$ cat config.mk
export PLATFORM = sky130hd
export DESIGN_NAME = hazard_controller
export DESIGN_NICKNAME = d
export VERILOG_FILES = /design/src/rtl/hazard_controller.sv
export SDC_FILE = /design/constraint.sdc
export NUM_CORES = 1
export LEC_CHECK = 0
export BUFFER_PORTS_ARGS = -buffer_cell sky130_fd_sc_hd__buf_2
export CORE_MARGIN = 2
export CORE_UTILIZATION = 52
export CTS_CLUSTER_DIAMETER = 150
export DETAILED_ROUTE_END_ITERATION = 10
export PLACE_DENSITY = 0.87
export SETUP_SLACK_MARGIN = 0.2
export SLEW_MARGIN = 20
export SYNTH_ARGS = -nofsm -noshare
export SYNTH_HDL_FRONTEND = slang
export SYNTH_SLANG_ARGS = --single-unit
$ cat constraint.sdc
create_clock -name clock -period 4.5 [get_ports clock]
set_input_delay 1.35 -clock clock [delete_from_list [all_inputs] [get_ports clock]]
set_output_delay 1.35 -clock clock [all_outputs]
set_load 0.02 [all_outputs]
$ cat src/rtl/hazard_controller.sv
// Execute-stage hazard sequencer: per-operand forwarding selects, load-use
// stall insertion, multi-cycle front-end squash after a taken branch/jump,
// and saturating stall/flush event counters for performance debug.
module hazard_controller #(
    parameter int FLUSH_CYCLES = 2,
    parameter int CNT_W        = 32
) (
    input  logic             clock,
    input  logic             reset,
    input  logic             id_valid_ip,
    input  logic [4:0]       id_rs1_addr_ip,
    input  logic             id_rs1_used_ip,
    input  logic [4:0]       id_rs2_addr_ip,
    input  logic             id_rs2_used_ip,
    input  logic [4:0]       ex_rd_addr_ip,
    input  logic             ex_reg_write_ip,
    input  logic             ex_is_load_ip,
    input  logic [4:0]       mem_rd_addr_ip,
    input  logic             mem_reg_write_ip,
    input  logic             flush_en_ip,
    output logic [1:0]       fa_mux_op,
    output logic [1:0]       fb_mux_op,
    output logic             stall_op,
    output logic             bubble_op,
    output logic             squash_op,
    output logic [CNT_W-1:0] stall_count_op,
    output logic [CNT_W-1:0] flush_count_op
);

    // forward_mux_code values seen by the EX operand muxes
    localparam logic [1:0] NO_FORWARD_SELECT = 2'd0;
    localparam logic [1:0] EX_RESULT_SELECT  = 2'd1;
    localparam logic [1:0] MEM_RESULT_SELECT = 2'd2;

    // Counter holds the number of squash cycles still owed after the current one.
    localparam int CW = (FLUSH_CYCLES > 1) ? $clog2(FLUSH_CYCLES) : 1;
    localparam logic [CW-1:0] CNT_RELOAD = CW'(FLUSH_CYCLES - 1);
    localparam logic [CW-1:0] CNT_ONE    = CW'(1);

    typedef enum logic [1:0] {
        ST_RUN      = 2'd0,
        ST_LU_STALL = 2'd1,
        ST_FLUSH    = 2'd2
    } state_t;

    state_t           state_reg, state_next;
    logic [CW-1:0]    cnt_reg, cnt_next;
    logic [CNT_W-1:0] stall_count_reg, flush_count_reg;

    logic stall_comb, bubble_comb, squash_comb;
    logic stall_evt, flush_evt;

    // Operand 0 is rs1 (A side), operand 1 is rs2 (B side).
    logic [1:0][4:0] src_addr;
    logic [1:0]      src_used;
    logic [1:0]      ex_match;
    logic [1:0]      mem_match;
    logic [1:0][1:0] fwd_sel;
    logic [1:0][1:0] fwd_reg;
    logic            hazard;

    assign src_addr[0] = id_rs1_addr_ip;
    assign src_addr[1] = id_rs2_addr_ip;
    assign src_used[0] = id_rs1_used_ip;
    assign src_used[1] = id_rs2_used_ip;

    generate
        for (genvar gi = 0; gi < 2; gi++) begin : g_operand
            // Producer matches require a real write to a non-zero register.
            assign ex_match[gi]  = src_used[gi] & ex_reg_write_ip &
                                   (ex_rd_addr_ip == src_addr[gi]) &
                                   (ex_rd_addr_ip != 5'd0);
            assign mem_match[gi] = src_used[gi] & mem_reg_write_ip &
                                   (mem_rd_addr_ip == src_addr[gi]) &
                                   (mem_rd_addr_ip != 5'd0);

            // The EX producer is younger, so its value wins over MEM.
            assign fwd_sel[gi] = ex_match[gi]  ? EX_RESULT_SELECT  :
                                 mem_match[gi] ? MEM_RESULT_SELECT :
                                                 NO_FORWARD_SELECT;

            // Register the select into the EX cycle; a bubbled or squashed
            // instruction never forwards.
            always_ff @(posedge clock or negedge reset) begin
                if (!reset) begin
                    fwd_reg[gi] <= NO_FORWARD_SELECT;
                end else if (bubble_comb) begin
                    fwd_reg[gi] <= NO_FORWARD_SELECT;
                end else begin
                    fwd_reg[gi] <= fwd_sel[gi];
                end
            end
        end
    endgenerate

    // A load in EX feeding either source of a valid ID instruction must wait.
    assign hazard = id_valid_ip & ex_is_load_ip & (|ex_match);

    // Next-state and control outputs; flush always beats load-use.
    always_comb begin
        state_next  = state_reg;
        cnt_next    = cnt_reg;
        stall_comb  = 1'b0;
        bubble_comb = 1'b0;
        squash_comb = 1'b0;
        stall_evt   = 1'b0;
        flush_evt   = 1'b0;
        case (state_reg)
            // LU_STALL lasts one cycle: EX now holds the bubble, so it
            // re-evaluates exactly like RUN.
            ST_RUN, ST_LU_STALL: begin
                if (flush_en_ip) begin
                    squash_comb = 1'b1;
                    bubble_comb = 1'b1;
                    flush_evt   = 1'b1;
                    if (FLUSH_CYCLES > 1) begin
                        state_next = ST_FLUSH;
                        cnt_next   = CNT_RELOAD;
                    end else begin
                        state_next = ST_RUN;
                    end
                end else if (hazard) begin
                    stall_comb  = 1'b1;
                    bubble_comb = 1'b1;
                    stall_evt   = 1'b1;
                    state_next  = ST_LU_STALL;
                end else begin
                    state_next = ST_RUN;
                end
            end
            ST_FLUSH: begin
                squash_comb = 1'b1;
                bubble_comb = 1'b1;
                if (flush_en_ip) begin
                    // A fresh redirect restarts the squash window.
                    flush_evt  = 1'b1;
                    cnt_next   = CNT_RELOAD;
                    state_next = ST_FLUSH;
                end else if (cnt_reg <= CNT_ONE) begin
                    cnt_next   = '0;
                    state_next = ST_RUN;
                end else begin
                    cnt_next = cnt_reg - CNT_ONE;
                end
            end
            default: begin
                state_next = ST_RUN;
                cnt_next   = '0;
            end
        endcase
    end

    // State and squash-window counter.
    always_ff @(posedge clock or negedge reset) begin
        if (!reset) begin
            state_reg <= ST_RUN;
            cnt_reg   <= '0;
        end else begin
            state_reg <= state_next;
            cnt_reg   <= cnt_next;
        end
    end

    // Saturating performance counters, bumped on the edge the event is taken.
    always_ff @(posedge clock or negedge reset) begin
        if (!reset) begin
            stall_count_reg <= '0;
            flush_count_reg <= '0;
        end else begin
            if (stall_evt && (stall_count_reg != {CNT_W{1'b1}})) begin
                stall_count_reg <= stall_count_reg + 1'b1;
            end
            if (flush_evt && (flush_count_reg != {CNT_W{1'b1}})) begin
                flush_count_reg <= flush_count_reg + 1'b1;
            end
        end
    end

    // Controls are forced low while reset is held so the pipeline is quiet.
    assign stall_op       = reset & stall_comb;
    assign bubble_op      = reset & bubble_comb;
    assign squash_op      = reset & squash_comb;
    assign fa_mux_op      = fwd_reg[0];
    assign fb_mux_op      = fwd_reg[1];
    assign stall_count_op = stall_count_reg;
    assign flush_count_op = flush_count_reg;

endmodule

==> results.json, run 1 <==
{
  "vdd_drop_max_mv": 0.291,
  "path_cells": "buf_2, or4_1, o21ai_1, nor4_1, o21ai_0, clkinv_1, and2_1, buf_2",
  "slew_headroom": 0.391,
  "setup_viol": 0,
  "grt_start_max_net_pins": 43,
  "crit_arrival_ps": 2870,
  "tightest_slew_ps": 907,
  "r2r_cells": 8,
  "gp_congestion": 0.843,
  "required_ps": 3150,
  "yosysTopAreaCell": "dfrtp_1",
  "ioPinCount": 100,
  "grt_pass1_vias": 2855,
  "gr-usage-all-layers": 0.219,
  "overflow": 0,
  "clkLatencyLatePin_ps": 340,
  "final_common_cell": "buf_2",
  "period_share": 0.937,
  "pwr-share-comb": 0.145,
  "final_layout_size_suffix_gt1_frac": 0.287,
  "critPathSlowestCell": "or4_1",
  "status": "completed",
  "cts_buffers": 9,
  "rows": 30,
  "synth_cells": 343,
  "crit_top_cell": "buf_2",
  "switching_share": 0.272,
  "ys_seq_area_frac": 0.492,
  "startpoint_type": "input pin",
  "ys_top_cells_by_area": "dfrtp_1 (49%), xnor2_1 (11%), xor2_1 (8.1%)",
  "fin_nets": 485,
  "postPlaceCellArea_sq_um": 4170,
  "fin_crit_ps": 4220,
  "post_cts_buffers": 0,
  "setup-tns-final_ps": 0,
  "clock_sinks": 70,
  "synthAdderAreaFrac": 0.00703,
  "drc": 0,
  "synth_top_family_by_area": "simple AND/OR/NAND/NOR gates",
  "post_cts_resize_count": 0,
  "syn_to_final_growth_pct": 22.2,
  "p_int_mw": 0.995,
  "grt_pass1_wl_microns": 13100,
  "vias_per_cell": 5.62,
  "stdcell_count": 537,
  "p_per_area_nw_per_um2": 314,
  "dp_hpwl_microns": 5980,
  "hp-class": "reg -> reg",
  "num_vias": 3016,
  "die_w_microns": 86.7,
  "wl_microns": 7860,
  "synth_compound_area_frac": 0.0267,
  "antenna_found_initial": 0,
  "diodes": 0,
  "crit_fanout": 3,
  "power.share.sequential": 0.515,
  "cts_tree": "done",
  "placedCellCount": 523,
  "core_sq_um": 6720,
  "drv_slew": 0,
  "final_hold_viol_count": 0,
  "cts_hold_buf": 0,
  "htree_levels": 3,
  "io_buffer_count": 99,
  "fp.dieH_microns": 86.7,
  "fp.dieArea_sq_um": 7520,
  "postSynthNetCount": 374,
  "p_leak_nw": 2.17,
  "synth_top_area_share": 0.492,
  "end_kind": "primary output",
  "stdcell_area_sq_um": 4350,
  "drt_first_iter_violations": 138,
  "muxShareOfSynthArea": 0.0102,
  "rsz0062_at_grt": "no",
  "drv_cap": 0,
  "final_util": 0.648,
  "path_clk_slew_ps": 70,
  "clockBufferDepth": 2,
  "synth-xor-area-share": 0.192,
  "drt-pass1-iter-count": 4,
  "routedWlPerCell_microns": 14.6,
  "fmax_mhz": 237,
  "initial_utilization": 0.530,
  "fin_total_pwr_mw": 1.37,
  "p_sw_mw": 0.373,
  "synth.cell_area_sq_um": 3560,
  "clock_skew_ps": 10.8,
  "yosys.area_share.simple": 0.258,
  "yosys.cell_types.count": 43,
  "mostFrequentLayoutCells": "buf_2 (99), dfrtp_1 (70), xnor2_1 (45)",
  "holdPathStages": 1,
  "crit_path_max_incr_delay_ps": 550,
  "avgSynthCellArea_sq_um": 10.4,
  "synth-seq-cells": 70,
  "pwr-share-clk": 0.339,
  "critPathKind": "in -> out",
  "ant_nets": 0,
  "root_buffer": "clkbuf_8",
  "ys_warn_count": 0
}
## final cells by class
class | instances | area (sq um)
well taps | 80 | 100
clock buffers | 9 | 124
multi-input cells | 262 | 1760
flip-flops and latches | 70 | 1750
fillers | 529 | 2370
clock inverters | 5 | 52.6
repair buffers | 104 | 533
inverters | 7 | 26.3
## stage by stage
stage          hold WS [ps]  worst slack (ps)
4_1_cts                 496               237
3_3_place_gp            478               240
2_1_floorplan           585               211
6_report                491               284
5_1_grt                 520               207
3_5_place_dp            487               233
## power groups by stage
stage          Sequential [mW]  Combinational (mW)  Clock (mW)
5_1_grt                  0.710               0.219       0.506
3_3_place_gp             0.714               0.193           0
4_1_cts                  0.704               0.202       0.478
3_5_place_dp             0.714               0.202           0
6_report                 0.705               0.199       0.464
2_1_floorplan            0.751              0.0769           0
## cells in the mapped netlist
| cell | count |
|---|---|
| nor3_1 | 12 |
| o21ai_0 | 4 |
| or4_4 | 2 |
| ha_1 | 2 |
| a41oi_1 | 1 |
| nor2_1 | 23 |
| nor3b_1 | 4 |
| and2_4 | 1 |
| a211oi_1 | 1 |
| and3_1 | 13 |
| or3b_2 | 1 |
| a21oi_1 | 1 |
| nand4bb_1 | 1 |
| nor4_1 | 11 |
| dfrtp_1 | 70 |
| nand3b_1 | 1 |
| o2111ai_1 | 1 |
| xor2_1 | 33 |
| nor2b_1 | 1 |
| a21bo_2 | 1 |
| nand2_1 | 27 |
| a22oi_1 | 1 |
| clkinv_1 | 1 |
| and3_2 | 2 |
| buf_6 | 1 |
| or2_2 | 1 |
| or4_2 | 1 |
| xnor2_1 | 45 |
| or4_1 | 3 |
| nand3_1 | 25 |
| a31oi_1 | 2 |
| or3_1 | 1 |
| mux2i_1 | 1 |
| o21a_1 | 2 |
| mux2_4 | 1 |
| nand4b_1 | 4 |
| inv_1 | 6 |
| and2_1 | 5 |
| mux2_2 | 1 |
| clkbuf_1 | 3 |
| nand4_1 | 22 |
| and4_1 | 3 |
| nand4_2 | 1 |
## critical path, delay by kind of cell
family	cells	cell delay (ps)
simple gates	3	790
buf+inv	3	430
compound gates	2	290
## routing by layer
| layer | vias up | share of wire | global-route usage |
|---|---|---|---|
| met4 | 0 | 0.0093 | 0.0653 |
| met5 | - | 0 | 0 |
| li1 | 1438 | - | - |
| met3 | 8 | 0.047 | 0.0667 |
| met2 | 90 | 0.51 | 0.359 |
| met1 | 1480 | 0.44 | 0.280 |
## final timing paths
kind | startpoint | endpoint | slack, ps
worst max-delay path | ex_rd_addr_ip[1] | stall_op | 280
worst min-delay path | stall_count_op[27] | stall_count_op[27] | 490
worst max register to register | stall_count_op[0] | stall_count_op[19] | 1970
worst min register to register | stall_count_op[27] | stall_count_op[27] | 490
max in group asynchronous | reset | flush_count_op[31] | 2860
min in group asynchronous | reset | stall_count_op[30] | 860
## logic make-up (layout without fill, tap and decap cells)
family | count (synthesis) | after routing
xor gates and xnor gates | 78 | 78
muxes | 3 | 3
DFF | 70 | 70
and+or+nand+nor | 165 | 165
buffers and inverters | 11 | 125
adders and majority gates | 2 | 2
AOI/OAI and AO/OA | 14 | 14
Power figures use the tool's default switching activity.
==> run 2, diff against run 1 <==
--- a/config.mk
+++ b/config.mk
@@ -5,9 +5,10 @@
 export SDC_FILE = /design/constraint.sdc
 export NUM_CORES = 1
 export LEC_CHECK = 0
+export ABC_AREA = 1
 export BUFFER_PORTS_ARGS = -buffer_cell sky130_fd_sc_hd__buf_2
 export CORE_MARGIN = 2
-export CORE_UTILIZATION = 52
+export CORE_UTILIZATION = 55
 export CTS_CLUSTER_DIAMETER = 150
 export DETAILED_ROUTE_END_ITERATION = 10
 export PLACE_DENSITY = 0.87
==> run 2 against run 1 <==
Count of clock-buffer cells in the layout grew 3. Clock skew grew 0.71 ps. Clock power grew 22%. First-iteration DRC count grew 140%. Final area grew 28%. Global-route usage grew 4.8 points. Utilization grew 0.24 points. Critical path type unchanged. Largest cell class unchanged. Largest power group unchanged.
==> results.json, run 2 <==
{
  "status": "completed",
  "muxShareOfSynthArea": 0,
  "avgSynthCellArea_sq_um": 6.96,
  "rows": 34,
  "place_ws_ps": 584,
  "fillers": 792,
  "ant_nets": 0,
  "setup_viol": 0,
  "synthTopCellsByCount": "nand2_1 (222), inv_1 (84), nor2_1 (77)",
  "diodes": 0,
  "fmax_mhz": 253,
  "slew_headroom": 0.576,
  "pwr-share-comb": 0.281,
  "synth-seq-cells": 70,
  "period_share": 0.878,
  "routedWlPerCell_microns": 14.1,
  "tightest_slew_ps": 635,
  "drv_cap": 0,
  "ioPinCount": 100,
  "clock_skew_ps": 11.5,
  "syn_to_final_growth_pct": 16.4,
  "synth_most_common_cell": "nand2_1",
  "wl_microns": 12700,
  "rsz0062_at_grt": "no",
  "post_cts_resize_count": 0,
  "root_buffer": "clkbuf_8",
  "vias_per_cell": 5.36,
  "synth_compound_area_frac": 0.0767,
  "crit_top_cell": "nand2_1",
  "cts_buffers": 9,
  "drt-pass1-iter-count": 5,
  "layout_setup_ws_ps": 548,
  "synth_cells": 689,
  "postPlaceCellArea_sq_um": 5370,
  "synth_edf_count": 0,
  "overflow": 0,
  "grt_start_max_net_pins": 52,
  "antenna_found_initial": 0,
  "grt_pass1_vias": 4619,
  "synth-xor-area-share": 0.108,
  "htree_levels": 3,
  "required_ps": 3150,
  "final_hold_viol_count": 0,
  "drc": 0,
  "synth_ff_type": "dfrtp_1",
  "ys_top_cells_by_area": "dfrtp_1 (37%), nand2_1 (17%), xor2_1 (8.9%)",
  "path_cells": "buf_2, inv_1, nand2_1, nand2_1, inv_1, nand2_1, nor2_1, nand2_1, nand2_1, nand2_1, a21oi_1, and2_1, buf_2",
  "yosys.area_share.simple": 0.358,
  "fp.dieH_microns": 97.4,
  "p_sw_mw": 0.686,
  "synthAdderAreaFrac": 0.00522,
  "pwr-share-clk": 0.300,
  "drt_first_iter_violations": 332,
  "ys_seq_area_frac": 0.365,
  "holdWs_ps": 514,
  "final_util": 0.650,
  "critical_path_buf_inv_count": 4,
  "yosys.cell_types.count": 31,
  "crit_path_max_incr_delay_ps": 190,
  "crit_arrival_ps": 2600,
  "post_cts_buffers": 0,
  "io_buffer_count": 99,
  "cts_tree": "done",
  "final_layout_size_suffix_gt1_frac": 0.161,
  "fp.dieArea_sq_um": 9490,
  "gr-usage-all-layers": 0.267,
  "hp-class": "reg -> reg",
  "synth.cell_area_sq_um": 4800,
  "p_int_mw": 1.20,
  "dp_hpwl_microns": 9610,
  "crit_fanout": 4,
  "vdd_drop_max_mv": 0.364,
  "power.share.sequential": 0.418,
  "die_w_microns": 97.4,
  "ys_warn_count": 0,
  "stdcell_area_sq_um": 5590,
  "clkLatencyLatePin_ps": 340,
  "placedCellCount": 886,
  "end_kind": "primary output",
  "p_per_area_nw_per_um2": 338,
  "mostFrequentLayoutCells": "nand2_1 (222), buf_2 (99), inv_1 (84)",
  "switching_share": 0.363,
  "final_common_cell": "nand2_1",
  "path_clk_slew_ps": 70,
  "grt_pass1_wl_microns": 21200,
  "drv_slew": 0,
  "clock_sinks": 70,
  "critPathTopFamily": "simple AND/OR/NAND/NOR gates",
  "stdcell_count": 902,
  "num_vias": 4832,
  "initial_utilization": 0.558,
  "gp_congestion": 0.947,
  "setup-tns-final_ps": 0,
  "synth_top_family_by_area": "simple AND/OR/NAND/NOR gates",
  "fin_nets": 820,
  "cts_hold_buf": 0,
  "synth_top_area_share": 0.365,
  "fin_crit_ps": 3950,
  "core_sq_um": 8590,
  "postSynthNetCount": 720,
  "async_reset_ff_frac": 1.00,
  "fin_total_pwr_mw": 1.89,
  "startpoint_type": "input pin",
  "critPathSlowestCell": "a21oi_1",
  "clockBufferDepth": 2,
  "p_leak_nw": 2.91,
  "yosysTopAreaCell": "dfrtp_1",
  "critPathKind": "in -> out"
}
run 2: final cells by class:
cell class	count	area [sq um]	area share
well taps	108	135	0.0242
repair buffers	104	533	0.0954
inverters	86	323	0.0578
flip-flops and latches	70	1750	0.314
clock buffers	12	145	0.0260
multi-input cells	518	2630	0.471
clock inverters	4	70.1	0.0125
run 2: cells by family (layout without fill, tap and decap cells):
logic type | Yosys count | in the layout
AND/OR/NAND/NOR | 403 | 403
AO/OA/AOI/OAI | 54 | 54
XOR/XNOR | 59 | 59
buffers and inverters | 101 | 206
flip-flops | 70 | 70
adder cells (fa/ha/maj) | 2 | 2
run 2: path summary, 6_finish.rpt:
kind | from | end | slack (ps) | cells after the start
worst max-delay path | ex_rd_addr_ip[3] | bubble_op | 550 | 13
worst min-delay path | flush_count_op[28] | flush_count_op[28] | 510 | 1
worst max register to register | flush_count_op[0] | flush_count_op[8] | 2060 | 11
worst min register to register | flush_count_op[28] | flush_count_op[28] | 510 | 1
max in group asynchronous | reset | stall_count_op[3] | 2510 | 2
min in group asynchronous | reset | stall_count_op[21] | 970 | 1
run 2: metal layers:
metal,part of all wire,global-route usage,up-vias
li1,-,-,2382
met5,0,0,-
met3,0.065,0.0360,22
met1,0.43,0.359,2247
met2,0.48,0.450,181
met4,0.016,0.0833,0
run 2: power groups by stage:
| stage | combinational (mW) | clock [mW] | sequential [mW] |
|---|---|---|---|
| 2_1_floorplan | 0.276 | 0 | 0.867 |
| 3_3_place_gp | 0.518 | 0 | 0.793 |
| 3_5_place_dp | 0.528 | 0 | 0.797 |
| 4_1_cts | 0.531 | 0.579 | 0.786 |
| 5_1_grt | 0.592 | 0.604 | 0.801 |
| 6_report | 0.531 | 0.568 | 0.791 |
==> run 3, diff against run 2 <==
--- a/config.mk
+++ b/config.mk
@@ -7,11 +7,14 @@
 export LEC_CHECK = 0
 export ABC_AREA = 1
 export BUFFER_PORTS_ARGS = -buffer_cell sky130_fd_sc_hd__buf_2
+export CELL_PAD_IN_SITES_DETAIL_PLACEMENT = 0
+export CELL_PAD_IN_SITES_GLOBAL_PLACEMENT = 1
+export CORE_ASPECT_RATIO = 0.75
 export CORE_MARGIN = 2
-export CORE_UTILIZATION = 55
+export CORE_UTILIZATION = 36
 export CTS_CLUSTER_DIAMETER = 150
 export DETAILED_ROUTE_END_ITERATION = 10
-export PLACE_DENSITY = 0.87
+export PLACE_DENSITY = 0.85
 export SETUP_SLACK_MARGIN = 0.2
 export SLEW_MARGIN = 20
 export SYNTH_ARGS = -nofsm -noshare
==> constraint.sdc (replaced) <==
create_clock -name clock -period 3.4 [get_ports clock]
set_input_delay 1.02 -clock clock [delete_from_list [all_inputs] [get_ports clock]]
set_output_delay 1.02 -clock clock [all_outputs]
set_load 0.02 [all_outputs]
==> run 3 against run 2 <==
Largest cell class unchanged. Critical endpoint unchanged. Highest routed layer unchanged. First-iteration DRC count decreased by 4.8%. Flip-flop and latch count unchanged. Clock skew decreased by 3.7 ps. Critical path type unchanged.
==> results.json, run 3 (synthesis results as in run 2) <==
{
  "critical_path_buf_inv_count": 3,
  "cts_hold_buf": 0,
  "fin_crit_ps": 3160,
  "fin_nets": 824,
  "grtUsageMet2": 0.268,
  "multi_input_area_sq_um": 2680,
  "end_kind": "primary output",
  "status": "completed",
  "path_clk_slew_ps": 60,
  "htree_levels": 3,
  "crit_fanout": 4,
  "fp.dieArea_sq_um": 14300,
  "clock_skew_ps": 7.81,
  "fp.dieH_microns": 104,
  "grt_start_max_net_pins": 69,
  "overflow": 0,
  "crit_path_max_incr_delay_ps": 160,
  "routedWlPerCell_microns": 14.1,
  "critPathTopFamily": "simple AND/OR/NAND/NOR gates",
  "fmax_mhz": 316,
  "mostFrequentLayoutCells": "nand2_1 (214), buf_2 (88), inv_1 (75), nor2_1 (75), dfrtp_1 (70)",
  "cts_tree": "done",
  "drt_first_iter_violations": 316,
  "final_common_cell": "nand2_1",
  "busiest_layer": "met1",
  "syn_to_final_growth_pct": 23.8,
  "vdd_drop_max_mv": 0.307,
  "dp_hpwl_microns": 10200,
  "clockBufferDepth": 2,
  "met3_usage": 0.0385,
  "clkLatencyLatePin_ps": 340,
  "drv_cap": 0,
  "critPathSlowestCell": "a21oi_2",
  "rsz0062_at_grt": "yes",
  "grt_pass1_wl_microns": 22400,
  "initial_utilization": 0.369,
  "drc": 0,
  "vias_per_cell": 4.90,
  "final_hold_viol_count": 0,
  "drv_slew": 0,
  "diodes": 0,
  "gp_congestion": 0.866,
  "core_sq_um": 13000,
  "gr-usage-all-layers": 0.196,
  "ant_nets": 0,
  "antenna_found_initial": 0,
  "rows": 36,
  "setup-tns-final_ps": 0,
  "slew_headroom": 0.404,
  "grt_pass1_vias": 4371,
  "hp-class": "in -> async",
  "period_share": 0.931,
  "setup_viol": 0,
  "p_per_area_nw_per_um2": 485,
  "die_w_microns": 137,
  "fin_total_pwr_mw": 2.88,
  "stdcell_area_sq_um": 5940,
  "num_vias": 4748,
  "fillers": 1334,
  "p_leak_nw": 3.00,
  "root_buffer": "clkbuf_16",
  "crit_arrival_ps": 2140,
  "stdcell_count": 969,
  "startpoint_type": "input pin",
  "grtUsageMet1": 0.312,
  "required_ps": 2380,
  "postPlaceCellArea_sq_um": 5460,
  "wl_microns": 13700,
  "ioPinCount": 100,
  "path_cells": "buf_4, inv_4, nand2_1, nand2_1, nand2_1, nor2_1, nand2_2, nand2_2, nand2_2, a21oi_2, and2_4, buf_6",
  "tightest_slew_ps": 895,
  "rrSetupSlack_ps": 1020,
  "placedCellCount": 950,
  "io_buffer_count": 99,
  "final_layout_size_suffix_gt1_frac": 0.199,
  "regArea_sq_um": 1750,
  "cts_buffers": 9,
  "place_ws_ps": 158,
  "drt-pass1-iter-count": 5,
  "clock_sinks": 70,
  "layout_setup_ws_ps": 236,
  "critPathKind": "in -> out"
}
-- run 3: changes by cell type in the layout (fill, tap and decap cells not counted), sizes merged --
cell and delta:
clkinv -1, clkbuf -3, inv +2, bufinv +1, buf +4, clkinvlp +1
-- run 3: layout make-up --
class                      instances  area share
timing repair buffer             108       0.104
clock inverter                     7      0.0202
inverter                          86      0.0560
tap                              171      0.0360
clock buffer                       9      0.0379
multi-input combinational        518       0.451
sequential                        70       0.295
-- run 3: final timing paths --
check / from / end / depth (start not counted)
setup / recovery: ex_rd_addr_ip[2] / bubble_op / 12
hold / removal: reset / fb_mux_op[1] / 1
setup reg to reg: flush_count_op[0] / flush_count_op[8] / 11
hold reg to reg: flush_count_op[18] / flush_count_op[18] / 1
max in group asynchronous: reset / flush_count_op[2] / 2
min in group clock: flush_count_op[18] / flush_count_op[18] / 1
-- run 3: per-stage QoR --
step	util	hold WS [ps]
after floorplan	-	511
after CTS	0.447	461
after global placement	0.420	511
final	0.456	470
after global routing	0.456	462
after detailed placement	0.420	527
-- run 3: repair_timing --
action | 4_1_cts | 5_1_grt
endpoints found under the hold margin | 0 | 0
pin swaps | 0 | 16
gates resized for setup | 2 | 43
buffers inserted | 0 | 3
endpoints found under the setup margin | 2 | 2
-- run 3: where the power goes --
group / total, mW / switching [mW] / internal, mW / leakage, nW
clock network: 1.11 / 0.385 / 0.720 / 0.166
logic: 0.724 / 0.480 / 0.244 / 2.04
registers: 1.05 / 0.121 / 0.928 / 0.798
total: 2.88 / 0.986 / 1.89 / 3.00
-- run 3: routing by layer --
layer | vias to the layer above | routed length [microns]
met5 | - | 0
met4 | 0 | 139
met3 | 13 | 885
met2 | 151 | 5570
met1 | 2205 | 7070
li1 | 2379 | -
